--- config.mk ---
export PLATFORM = sky130hd
export DESIGN_NAME = instr_sequencer_flat
export DESIGN_NICKNAME = d
export VERILOG_FILES = /design/src/rtl/instr_sequencer_if.sv /design/src/rtl/instr_sequencer.sv /design/src/flat_wrapper.sv
export SDC_FILE = /design/constraint.sdc
export NUM_CORES = 1
export LEC_CHECK = 0
export CAP_MARGIN = 0
export CORE_AREA = 2 2 149 151
export CTS_BUF_LIST = sky130_fd_sc_hd__clkbuf_8
export DETAILED_ROUTE_END_ITERATION = 16
export DIE_AREA = 0 0 151 153
export PLACE_DENSITY = 0.76
export SLEW_MARGIN = 20
export SYNTH_ARGS = -nofsm -noshare
export SYNTH_HDL_FRONTEND = slang
export SYNTH_SLANG_ARGS = --single-unit
--- constraint.sdc ---
create_clock -name clk -period 2.9 [get_ports clk]
set_input_delay 0.29 -clock clk [delete_from_list [all_inputs] [get_ports clk]]
set_output_delay 0.29 -clock clk [all_outputs]
set_load 0.005 [all_outputs]
--- src/rtl/instr_sequencer_if.sv ---
// CPU-side handshake bundle between the instruction sequencer and the cpu block.
// The master side drives the instruction and the load/start strobes, and the slave side returns the wait flag.
interface instr_sequencer_if;
   logic [15:0] cpu_in;
   logic        cpu_load;
   logic        cpu_s;
   logic        cpu_w;

   modport master (output cpu_in, output cpu_load, output cpu_s, input cpu_w);
   modport slave  (input cpu_in, input cpu_load, input cpu_s, output cpu_w);
endinterface

--- src/rtl/instr_sequencer.sv ---
// Steps through a small writable program memory and feeds each instruction to the cpu.
// Each instruction follows load, then start, then a wait on the cpu's w handshake.
module instr_sequencer #(
   parameter int unsigned AW      = 4,
   parameter int unsigned TIMEOUT = 8
) (
   input  logic                 clk,
   input  logic                 reset,
   input  logic                 prog_we,
   input  logic [AW-1:0]        prog_addr,
   input  logic [15:0]          prog_data,
   input  logic                 run,
   input  logic [AW:0]          len,
   instr_sequencer_if.master    cpu,
   output logic [AW-1:0]        pc,
   output logic                 busy,
   output logic                 done,
   output logic                 err
);

   localparam int unsigned DW    = 16;
   localparam int unsigned DEPTH = 1 << AW;
   localparam int unsigned CW    = $clog2(TIMEOUT) + 1;

   typedef enum logic [2:0] {
      S_IDLE      = 3'd0,
      S_LOAD      = 3'd1,
      S_START     = 3'd2,
      S_WAIT_BUSY = 3'd3,
      S_WAIT_DONE = 3'd4,
      S_NEXT      = 3'd5,
      S_DONE      = 3'd6
   } state_e;

   state_e          state_q, state_d;
   logic [AW-1:0]   pc_q, pc_d;
   logic [DW-1:0]   cpu_in_q, cpu_in_d;
   logic            err_q, err_d;
   logic [CW-1:0]   cnt_q, cnt_d;
   logic [DW-1:0]   mem_q [DEPTH];

   logic [AW-1:0]   pc_next;
   logic            last_instr;
   logic            load_c, start_c, busy_c, done_c;

   assign pc_next    = pc_q + AW'(1);
   assign last_instr = ((AW+1)'({1'b0, pc_q}) + (AW+1)'(1)) == len;

   // Program memory: writable only while idle, never cleared by reset
   always_ff @(posedge clk) begin
      if (prog_we && (state_q == S_IDLE)) begin
         mem_q[prog_addr] <= prog_data;
      end
   end

   always_ff @(posedge clk or negedge reset) begin
      if (!reset) begin
         state_q  <= S_IDLE;
         pc_q     <= '0;
         cpu_in_q <= '0;
         err_q    <= 1'b0;
         cnt_q    <= '0;
      end else begin
         state_q  <= state_d;
         pc_q     <= pc_d;
         cpu_in_q <= cpu_in_d;
         err_q    <= err_d;
         cnt_q    <= cnt_d;
      end
   end

   always_comb begin
      state_d  = state_q;
      pc_d     = pc_q;
      cpu_in_d = cpu_in_q;
      err_d    = err_q;
      cnt_d    = cnt_q;
      unique case (state_q)
         S_IDLE: begin
            if (run) begin
               err_d = 1'b0;
               pc_d  = '0;
               if (len != '0) begin
                  state_d  = S_LOAD;
                  cpu_in_d = mem_q[0];
               end else begin
                  state_d = S_DONE;
               end
            end
         end
         S_LOAD:  state_d = S_START;
         S_START: begin
            cnt_d   = '0;
            state_d = S_WAIT_BUSY;
         end
         // Only the start of execution is timed; the run length of an instruction is unbounded
         S_WAIT_BUSY: begin
            if (!cpu.cpu_w) begin
               state_d = S_WAIT_DONE;
            end else if (cnt_q == CW'(TIMEOUT - 1)) begin
               err_d   = 1'b1;
               state_d = S_IDLE;
            end else begin
               cnt_d = cnt_q + CW'(1);
            end
         end
         S_WAIT_DONE: begin
            if (cpu.cpu_w) state_d = S_NEXT;
         end
         S_NEXT: begin
            if (last_instr) begin
               state_d = S_DONE;
            end else begin
               pc_d     = pc_next;
               cpu_in_d = mem_q[pc_next];
               state_d  = S_LOAD;
            end
         end
         S_DONE:  state_d = S_IDLE;
         default: state_d = S_IDLE;
      endcase
   end

   // Strobes decode from the state flop alone, so reset drops them at once
   always_comb begin
      load_c  = 1'b0;
      start_c = 1'b0;
      done_c  = 1'b0;
      busy_c  = (state_q != S_IDLE);
      unique case (state_q)
         S_LOAD:  load_c  = 1'b1;
         S_START: start_c = 1'b1;
         S_DONE:  done_c  = 1'b1;
         default: ;
      endcase
   end

   assign cpu.cpu_in   = cpu_in_q;
   assign cpu.cpu_load = load_c;
   assign cpu.cpu_s    = start_c;
   assign pc           = pc_q;
   assign busy         = busy_c;
   assign done         = done_c;
   assign err          = err_q;

endmodule
--- src/flat_wrapper.sv ---
// flat-port wrapper written by rule: the top's interface ports become plain ports
module instr_sequencer_flat 
#(
   parameter int unsigned AW      = 4,
   parameter int unsigned TIMEOUT = 8
)
  (clk, reset, prog_we, prog_addr, prog_data, run, len, pc, busy, done, err, cpu_cpu_in, cpu_cpu_load, cpu_cpu_s, cpu_cpu_w);
  instr_sequencer_if cpu_i ();
  input  logic clk;
  input  logic reset;
  input  logic prog_we;
  input  logic [AW-1:0] prog_addr;
  input  logic [15:0] prog_data;
  input  logic run;
  input  logic [AW:0] len;
  output logic [AW-1:0] pc;
  output logic busy;
  output logic done;
  output logic err;
  output wire logic [$bits(cpu_i.cpu_in)-1:0] cpu_cpu_in;
  output wire logic [$bits(cpu_i.cpu_load)-1:0] cpu_cpu_load;
  output wire logic [$bits(cpu_i.cpu_s)-1:0] cpu_cpu_s;
  input wire logic [$bits(cpu_i.cpu_w)-1:0] cpu_cpu_w;
  assign cpu_cpu_in = cpu_i.cpu_in;
  assign cpu_cpu_load = cpu_i.cpu_load;
  assign cpu_cpu_s = cpu_i.cpu_s;
  assign cpu_i.cpu_w = cpu_cpu_w;
  instr_sequencer #(.AW(AW), .TIMEOUT(TIMEOUT)) u_core (.clk(clk), .reset(reset), .prog_we(prog_we), .prog_addr(prog_addr), .prog_data(prog_data), .run(run), .len(len), .cpu(cpu_i), .pc(pc), .busy(busy), .done(done), .err(err));
endmodule
==> results of run 1 <==
final cells by class:
class / count / area, um2 / share of cell area
tap: 280 / 350 / 0.0260
timing repair buffer: 98 / 896 / 0.0664
sequential: 284 / 8390 / 0.622
inverter: 3 / 11.3 / 0.000835
clock buffer: 44 / 606 / 0.0449
multi-input combinational: 398 / 3100 / 0.230
clock inverter: 34 / 140 / 0.0104
worst register-to-register path, stage by stage (launching register included):
cell and delay [ns]:
dfrtp_1 0.44, ha_4 0.47, xor2_1 0.11, a211o_1 0.33, a2111oi_4 0.37, buf_4 0.36, o21ai_0 0.20, o31ai_1 0.10
power by group through the flow:
stage                     combinational [mW]  sequential [mW]  clock (mW)
final                                   2.73             4.86        2.84
after global routing                    2.94             4.88        3.07
after CTS                               2.72             4.86        2.88
after detailed placement                2.71             4.94           0
after global placement                  2.61             4.93           0
after floorplan                         1.81             4.87           0
synthesized netlist by cell type (5+ instances only):
| cell | count | area, um2 |
|---|---|---|
| edfxtp_1 | 256 | 7690 |
| mux2i_1 | 124 | 1240 |
| a22oi_1 | 62 | 465 |
| a21oi_1 | 36 | 180 |
| dfrtp_1 | 28 | 701 |
| nor2_1 | 26 | 97.6 |
| clkbuf_1 | 21 | 78.8 |
| buf_2 | 19 | 95.1 |
| o21ai_0 | 18 | 90.1 |
| o31ai_1 | 16 | 120 |
| nand2_1 | 13 | 48.8 |
| a21boi_0 | 11 | 82.6 |
| nor3_1 | 9 | 45.0 |
| or2_1 | 8 | 50.1 |
| or2_2 | 6 | 37.5 |
| a21boi_1 | 5 | 37.5 |
| a22o_1 | 5 | 43.8 |
| nand3_1 | 5 | 25.0 |
registers in the layout, summed over array words and instances (netlist names):
| register | count |
|---|---|
| u_core.cnt_q | 4 |
| u_core.cpu.cpu_in | 16 |
| u_core.err | 1 |
| u_core.mem_q | 256 |
| u_core.pc | 4 |
| u_core.state_q | 3 |
how the worst min path moves through the flow:
stage | from | end | slack [ns]
2_1_floorplan | reset | u_core.cnt_q[0] | -0.006
6_report | reset | u_core.cnt_q[2] | 0.15
4_1_cts | reset | u_core.err | 0.14
3_5_place_dp | u_core.err | u_core.err | 0.50
5_1_grt | reset | u_core.pc[2] | 0.16
3_3_place_gp | u_core.err | u_core.err | 0.48
metal layers:
layer | global-route usage | vias up
li1 | - | 3087
met1 | 0.306 | 3499
met2 | 0.370 | 282
met3 | 0.0534 | 54
met4 | 0.0792 | 0
met5 | 0 | -
cells in the final DEF, fill, tap and decap left out, types with 16 or more instances in the layout:
| master | instances |
|---|---|
| clkbuf_8 | 44 |
| a22oi_1 | 62 |
| a21oi_1 | 36 |
| buf_4 | 42 |
| o31ai_1 | 16 |
| clkdlybuf4s50_1 | 54 |
| inv_1 | 19 |
| nor2_1 | 24 |
| dfrtp_1 | 28 |
| o21ai_0 | 18 |
| mux2i_1 | 124 |
| edfxtp_1 | 256 |
logic make-up after synthesis:
kind of cell,count (synthesis)
xor gates and xnor gates,8
AOI/OAI and AO/OA,169
DFF,284
buffers and inverters,48
muxes,129
adders and majority gates,2
and+or+nand+nor,90
per-stage QoR:
| step | instances | power (mW) | cell area (um2) | hold slack, ns | setup slack [ns] |
|---|---|---|---|---|---|
| global route | 1141 | 10.9 | 13500 | 0.163 | 0.183 |
| detailed placement | 1063 | 7.65 | 12700 | 0.500 | 0.309 |
| global placement | 1063 | 7.54 | 12700 | 0.477 | 0.413 |
| finish | 1141 | 10.4 | 13500 | 0.148 | 0.305 |
| CTS | 1141 | 10.5 | 13500 | 0.138 | 0.297 |
| floorplan | 730 | 6.68 | 11700 | -0.00559 | 0.0141 |
==> run_summary.xml, run 1 <==
<?xml version="1.0" encoding="UTF-8"?>
<metrics>
  <group name="run_status">
    <metric name="run_status" unit="">complete, no violations</metric>
  </group>
  <group name="min_path">
    <metric name="hold_path.class" unit="">input port to asynchronous set/reset pin</metric>
  </group>
  <group name="power_and_ir_drop">
    <metric name="cellInternalPower" unit="mW">7.38</metric>
    <metric name="power.share.clock" unit="">0.272</metric>
    <metric name="gate_power_share" unit="">0.262</metric>
    <metric name="reported_net_switching_power" unit="mW">3.05</metric>
    <metric name="largest_vdd_supply_drop" unit="mV">0.325</metric>
    <metric name="p_leak" unit="nW">4.42</metric>
    <metric name="p_per_area" unit="nW/um2">773</metric>
    <metric name="power_frac_seq" unit="">0.466</metric>
    <metric name="sw_frac_of_total" unit="">0.293</metric>
  </group>
  <group name="detailed_routing">
    <metric name="dr.first_iter.drc_count" unit="">658</metric>
    <metric name="post_drt_via_cell_ratio" unit="">6.07</metric>
    <metric name="vias" unit="">6922</metric>
    <metric name="first_pass_iters" unit="">6</metric>
    <metric name="top_layer" unit="">met4</metric>
    <metric name="met3_length" unit="mm">2.00</metric>
    <metric name="met2WireLength" unit="mm">12.8</metric>
    <metric name="routed_wl" unit="mm">26.1</metric>
    <metric name="route.antenna.remaining_nets" unit="">0</metric>
    <metric name="per_cell_routed_wire_length" unit="um">22.9</metric>
    <metric name="post-route-drc-count" unit="">0</metric>
    <metric name="detail_route.wirelength.met1" unit="mm">10.6</metric>
  </group>
  <group name="die">
    <metric name="ioPinCount" unit="">55</metric>
    <metric name="fp.dieW" unit="um">151</metric>
    <metric name="core_area" unit="um2">21500</metric>
    <metric name="rows" unit="">54</metric>
    <metric name="fp.dieArea" unit="um2">23100</metric>
    <metric name="initial_utilization" unit="">0.543</metric>
    <metric name="fp.dieH" unit="um">153</metric>
  </group>
  <group name="global_route">
    <metric name="first_global_vias" unit="">6971</metric>
    <metric name="grt_pass1_wl" unit="mm">39.2</metric>
    <metric name="antenna_found_initial" unit="">0</metric>
    <metric name="grt_max_degree" unit="">44</metric>
    <metric name="globalRouteOverflowTotal" unit="">0</metric>
    <metric name="grt_use_total" unit="">0.229</metric>
  </group>
  <group name="clock_tree">
    <metric name="cts-root-to-sink-buffers" unit="">3</metric>
    <metric name="cts_buffers" unit="">43</metric>
    <metric name="hold_buffers" unit="">0</metric>
    <metric name="cts_max_level" unit="">2</metric>
    <metric name="clockRootBuffer" unit="">clkbuf_8</metric>
    <metric name="clock_transition_at_the_registers_of_the_reported_paths" unit="ns">0.06</metric>
    <metric name="clock_latency_of_the_later_clocked_register_in_the_worst_skew_pair" unit="ns">0.55</metric>
    <metric name="cts_repair_resize_count" unit="">0</metric>
    <metric name="cts_post_setup_buffers_inserted" unit="">0</metric>
    <metric name="cts_sinks" unit="">284</metric>
    <metric name="tritoncts_clock_tree" unit="">done</metric>
  </group>
  <group name="placement">
    <metric name="portBuffers" unit="">54</metric>
    <metric name="dp_hpwl" unit="mm">15.8</metric>
    <metric name="place.gp.congestion" unit="">0.868</metric>
  </group>
  <group name="worst_setup_path">
    <metric name="critical_path.reg2reg.startpoint" unit="">u_core.pc[1]</metric>
    <metric name="path_max_fanout" unit="">11</metric>
    <metric name="critPathLaunchType" unit="">flop</metric>
    <metric name="cp-startpoint" unit="">u_core.state_q[1]</metric>
    <metric name="critPathCaptureType" unit="">output pin</metric>
    <metric name="reg2reg_setup_slack" unit="ns">0.43</metric>
    <metric name="critPathMaxStageDelay" unit="ns">0.50</metric>
    <metric name="setup.worst_path.end" unit="">busy</metric>
    <metric name="cp_slowest_cell" unit="">nor3_1</metric>
    <metric name="cell_family_with_most_cp_delay" unit="">buffers and inverters</metric>
    <metric name="r2r.worst_path.cells" unit="">7</metric>
    <metric name="worstSetupPathDepth" unit="">4</metric>
    <metric name="cp_data_required_time" unit="ns">2.61</metric>
    <metric name="critical_path.n_buffers_inverters" unit="">3</metric>
    <metric name="crit_path_cell_trace" unit="">nor3_1 &gt; buf_4 &gt; inv_1 &gt; clkdlybuf4s50_1</metric>
    <metric name="worstSetupPathType" unit="">flop to output pin</metric>
    <metric name="critPathArrivalTime" unit="ns">2.31</metric>
    <metric name="critical_path.reg2reg.endpoint" unit="">u_core.cpu.cpu_in[5]</metric>
  </group>
  <group name="yosys">
    <metric name="yosys.cell_types.count" unit="">55</metric>
    <metric name="synth_area_per_cell" unit="um2">16.0</metric>
    <metric name="post_synthesis_sequential_area_ratio" unit="">0.719</metric>
    <metric name="syn-cell-area" unit="um2">11700</metric>
    <metric name="dominantRegCellSynth" unit="">edfxtp_1</metric>
    <metric name="syn-num-nets" unit="">762</metric>
    <metric name="yosys_warnings" unit="">0</metric>
    <metric name="synth_edf_count" unit="">256</metric>
    <metric name="synth-async-reset-ratio" unit="">0.0986</metric>
    <metric name="synth_register_bits" unit="">284</metric>
    <metric name="synth.mux.area_fraction" unit="">0.113</metric>
    <metric name="synth-xor-area-share" unit="">0.00601</metric>
    <metric name="synth_compound_area_frac" unit="">0.101</metric>
    <metric name="synthSimpleGateAreaFrac" unit="">0.0398</metric>
    <metric name="synth_fa_ha_area_frac" unit="">0.00215</metric>
    <metric name="syn_inst" unit="">730</metric>
    <metric name="synth_top_family_by_area" unit="">multiplexers</metric>
  </group>
  <group name="sta">
    <metric name="setup_total_negative_slack" unit="ns">0</metric>
    <metric name="rsz0062_at_grt" unit="">no</metric>
    <metric name="setup_violations" unit="">0</metric>
    <metric name="timing.slew.headroom" unit="">0.484</metric>
    <metric name="max_freq" unit="GHz">0.385</metric>
    <metric name="tightest_slew" unit="ns">0.772</metric>
    <metric name="clock_skew" unit="ns">0.0241</metric>
    <metric name="final_hold_viol_count" unit="">0</metric>
    <metric name="clock_period_minus_final_worst_setup_slack" unit="ns">2.60</metric>
    <metric name="finalCritPeriodShare" unit="">0.895</metric>
    <metric name="maxSlewViolCount" unit="">0</metric>
  </group>
  <group name="cells_and_area">
    <metric name="n_fill_cell" unit="">1482</metric>
    <metric name="final_core_util" unit="">0.628</metric>
    <metric name="diodes" unit="">0</metric>
    <metric name="final_layout_size_suffix_gt1_frac" unit="">0.131</metric>
    <metric name="signed_area_change_from_the_synthesized_netlist_to_the_final_layout" unit="%">15.7</metric>
    <metric name="nets_finish" unit="">860</metric>
  </group>
  <group name="run">
    <metric name="max-cap-violations" unit="">0</metric>
  </group>
</metrics>
Power figures use the tool's default switching activity.
==> run 2: changes to the inputs <==
--- a/config.mk
+++ b/config.mk
@@ -8,6 +8,7 @@
 export CAP_MARGIN = 0
 export CORE_AREA = 2 2 149 151
 export CTS_BUF_LIST = sky130_fd_sc_hd__clkbuf_8
+export CTS_CLUSTER_DIAMETER = 80
 export DETAILED_ROUTE_END_ITERATION = 16
 export DIE_AREA = 0 0 151 153
 export PLACE_DENSITY = 0.76
==> results of run 2 <==
The final DEF is identical to that of run 1; final timing and power are the same.
==> run 3: changes to the inputs <==
--- a/config.mk
+++ b/config.mk
@@ -5,12 +5,12 @@
 export SDC_FILE = /design/constraint.sdc
 export NUM_CORES = 1
 export LEC_CHECK = 0
-export CAP_MARGIN = 0
-export CORE_AREA = 2 2 149 151
+export CAP_MARGIN = 20
+export CORE_AREA = 5 5 152 154
 export CTS_BUF_LIST = sky130_fd_sc_hd__clkbuf_8
 export CTS_CLUSTER_DIAMETER = 80
 export DETAILED_ROUTE_END_ITERATION = 16
-export DIE_AREA = 0 0 151 153
+export DIE_AREA = 0 0 157 159
 export PLACE_DENSITY = 0.76
 export SLEW_MARGIN = 20
 export SYNTH_ARGS = -nofsm -noshare
==> run_summary.xml, run 3 (synthesis results as in run 1) <==
<?xml version="1.0" encoding="UTF-8"?>
<metrics>
  <group name="run_status">
    <metric name="run_status" unit="">complete, no violations</metric>
  </group>
  <group name="clock_tree">
    <metric name="clock_latency_of_the_later_clocked_register_in_the_worst_skew_pair" unit="ns">0.55</metric>
    <metric name="tritoncts_clock_tree" unit="">done</metric>
    <metric name="cts_max_level" unit="">2</metric>
    <metric name="cts_buffers" unit="">46</metric>
    <metric name="clock_transition_at_the_registers_of_the_reported_paths" unit="ns">0.06</metric>
    <metric name="cts_sinks" unit="">284</metric>
    <metric name="cts_post_setup_buffers_inserted" unit="">0</metric>
    <metric name="clockRootBuffer" unit="">clkbuf_8</metric>
    <metric name="hold_buffers" unit="">0</metric>
    <metric name="cts-root-to-sink-buffers" unit="">3</metric>
    <metric name="cts_repair_resize_count" unit="">0</metric>
  </group>
  <group name="sta">
    <metric name="timing.slew.headroom" unit="">0.280</metric>
    <metric name="final_hold_viol_count" unit="">0</metric>
    <metric name="setup_violations" unit="">0</metric>
    <metric name="maxSlewViolCount" unit="">0</metric>
    <metric name="setup_total_negative_slack" unit="ns">0</metric>
    <metric name="tightest_slew" unit="ns">1.08</metric>
    <metric name="clock_period_minus_final_worst_setup_slack" unit="ns">2.44</metric>
    <metric name="finalCritPeriodShare" unit="">0.841</metric>
    <metric name="max_freq" unit="GHz">0.410</metric>
    <metric name="rsz0062_at_grt" unit="">no</metric>
    <metric name="clock_skew" unit="ns">0.0207</metric>
  </group>
  <group name="worst_setup_path">
    <metric name="setup.worst_path.end" unit="">u_core.cpu.cpu_in[14]</metric>
    <metric name="critPathArrivalTime" unit="ns">2.89</metric>
    <metric name="worstSetupPathType" unit="">flop to flop</metric>
    <metric name="reg2reg_setup_slack" unit="ns">0.46</metric>
    <metric name="r2r.worst_path.cells" unit="">6</metric>
    <metric name="crit_path_cell_trace" unit="">or4b_1 &gt; a21oi_4 &gt; buf_4 &gt; a21oi_1 &gt; or2_1 &gt; o31ai_1</metric>
    <metric name="critical_path.n_buffers_inverters" unit="">1</metric>
    <metric name="critical_path.reg2reg.endpoint" unit="">u_core.cpu.cpu_in[14]</metric>
    <metric name="critPathMaxStageDelay" unit="ns">0.69</metric>
    <metric name="critPathLaunchType" unit="">flop</metric>
    <metric name="cp_data_required_time" unit="ns">3.35</metric>
    <metric name="critical_path.reg2reg.startpoint" unit="">u_core.state_q[1]</metric>
    <metric name="cp-startpoint" unit="">u_core.state_q[1]</metric>
    <metric name="worstSetupPathDepth" unit="">6</metric>
    <metric name="critPathCaptureType" unit="">flop</metric>
    <metric name="path_max_fanout" unit="">11</metric>
    <metric name="cp_slowest_cell" unit="">or4b_1</metric>
    <metric name="cell_family_with_most_cp_delay" unit="">simple AND/OR/NAND/NOR gates</metric>
  </group>
  <group name="die">
    <metric name="rows" unit="">54</metric>
    <metric name="fp.dieArea" unit="um2">25000</metric>
    <metric name="ioPinCount" unit="">55</metric>
    <metric name="core_area" unit="um2">21600</metric>
    <metric name="fp.dieH" unit="um">159</metric>
    <metric name="initial_utilization" unit="">0.541</metric>
    <metric name="fp.dieW" unit="um">157</metric>
  </group>
  <group name="cells_and_area">
    <metric name="largest_reg_flops" unit="">256</metric>
    <metric name="diodes" unit="">0</metric>
    <metric name="signed_area_change_from_the_synthesized_netlist_to_the_final_layout" unit="%">16.3</metric>
    <metric name="highest_count_cells_in_the_layout_ignoring_fill_and_taps" unit="">256 x edfxtp_1, 124 x mux2i_1, 62 x a22oi_1</metric>
    <metric name="design_area_final" unit="um2">13600</metric>
    <metric name="final_layout_size_suffix_gt1_frac" unit="">0.133</metric>
    <metric name="most_common_cell_after_layout_fill_and_taps_aside" unit="">edfxtp_1</metric>
    <metric name="nets_finish" unit="">854</metric>
    <metric name="registers.top_by_ff_count" unit="">u_core.mem_q</metric>
  </group>
  <group name="power_and_ir_drop">
    <metric name="cellInternalPower" unit="mW">7.60</metric>
    <metric name="reported_net_switching_power" unit="mW">3.11</metric>
    <metric name="power" unit="mW">10.7</metric>
    <metric name="p_per_area" unit="nW/um2">790</metric>
    <metric name="power_frac_seq" unit="">0.455</metric>
    <metric name="sw_frac_of_total" unit="">0.290</metric>
    <metric name="largest_vdd_supply_drop" unit="mV">0.487</metric>
    <metric name="gate_power_share" unit="">0.252</metric>
    <metric name="power.share.clock" unit="">0.293</metric>
    <metric name="p_leak" unit="nW">4.45</metric>
  </group>
  <group name="placement">
    <metric name="place.gp.congestion" unit="">0.839</metric>
    <metric name="dp_hpwl" unit="mm">15.4</metric>
    <metric name="placement.cell_area" unit="um2">12700</metric>
    <metric name="portBuffers" unit="">54</metric>
  </group>
  <group name="detailed_routing">
    <metric name="top_layer" unit="">met4</metric>
    <metric name="route.antenna.remaining_nets" unit="">0</metric>
    <metric name="post_drt_via_cell_ratio" unit="">6.05</metric>
    <metric name="per_cell_routed_wire_length" unit="um">22.9</metric>
    <metric name="first_pass_iters" unit="">5</metric>
    <metric name="dr.first_iter.drc_count" unit="">463</metric>
    <metric name="vias" unit="">6887</metric>
    <metric name="detail_route.wirelength.met1" unit="mm">10.6</metric>
    <metric name="met2WireLength" unit="mm">12.7</metric>
    <metric name="routed_wl" unit="mm">26.1</metric>
    <metric name="met3_length" unit="mm">1.81</metric>
    <metric name="post-route-drc-count" unit="">0</metric>
  </group>
  <group name="global_route">
    <metric name="first_global_vias" unit="">6992</metric>
    <metric name="grt_max_degree" unit="">73</metric>
    <metric name="globalRouteOverflowTotal" unit="">0</metric>
    <metric name="grt_use_total" unit="">0.208</metric>
    <metric name="antenna_found_initial" unit="">0</metric>
    <metric name="grt_pass1_wl" unit="mm">39.5</metric>
  </group>
  <group name="min_path">
    <metric name="hold_path.class" unit="">input port to asynchronous set/reset pin</metric>
  </group>
  <group name="run">
    <metric name="max-cap-violations" unit="">0</metric>
  </group>
</metrics>
-- run 3: cell types whose count changed in the layout (fill, tap and decap cells not counted), sizes merged --
cell / change
buf: -9
clkbuf: +8
inv: +2
clkinv: -4
-- run 3: layout make-up --
type | count | area (um2)
clock buffers | 52 | 716
clock inverters | 32 | 139
fillers | 1494 | 7990
inverters | 3 | 11.3
multi-input cells | 398 | 3100
flip-flops and latches | 284 | 8390
well taps | 280 | 350
repair buffers | 89 | 866
-- run 3: layer usage --
metal,up-vias,track usage
met3,65,0.0473
met4,0,0.0919
met1,3480,0.277
met2,275,0.328
met5,-,0
li1,3067,-
-- run 3: how the worst min path moves through the flow --
stage                     from                     to  slack (ns)  cells after the start
finish                   reset   u_core.cpu.cpu_in[5]        0.15                      2
global route             reset  u_core.cpu.cpu_in[10]        0.16                      2
CTS                      reset  u_core.cpu.cpu_in[10]        0.12                      2
detailed placement  u_core.err             u_core.err        0.49                      1
global placement    u_core.err             u_core.err        0.49                      1
floorplan                reset        u_core.cnt_q[0]      -0.006                      0
-- run 3: stage by stage --
step	hold WS [ns]	setup WS (ns)	utilization	cells
finish	0.155	0.462	0.629	1138
global route	0.161	0.338	0.629	1138
CTS	0.123	0.440	0.629	1138
detailed placement	0.489	0.302	0.590	1054
global placement	0.487	0.384	0.590	1054
floorplan	-0.00559	0.0141	-	730
-- run 3: power groups by stage --
stage	sequential, mW	clock (mW)	combinational (mW)
2_1_floorplan	4.87	0	1.81
3_3_place_gp	4.95	0	2.58
3_5_place_dp	4.95	0	2.69
4_1_cts	4.87	3.19	2.70
5_1_grt	4.89	3.39	2.91
6_report	4.88	3.14	2.70
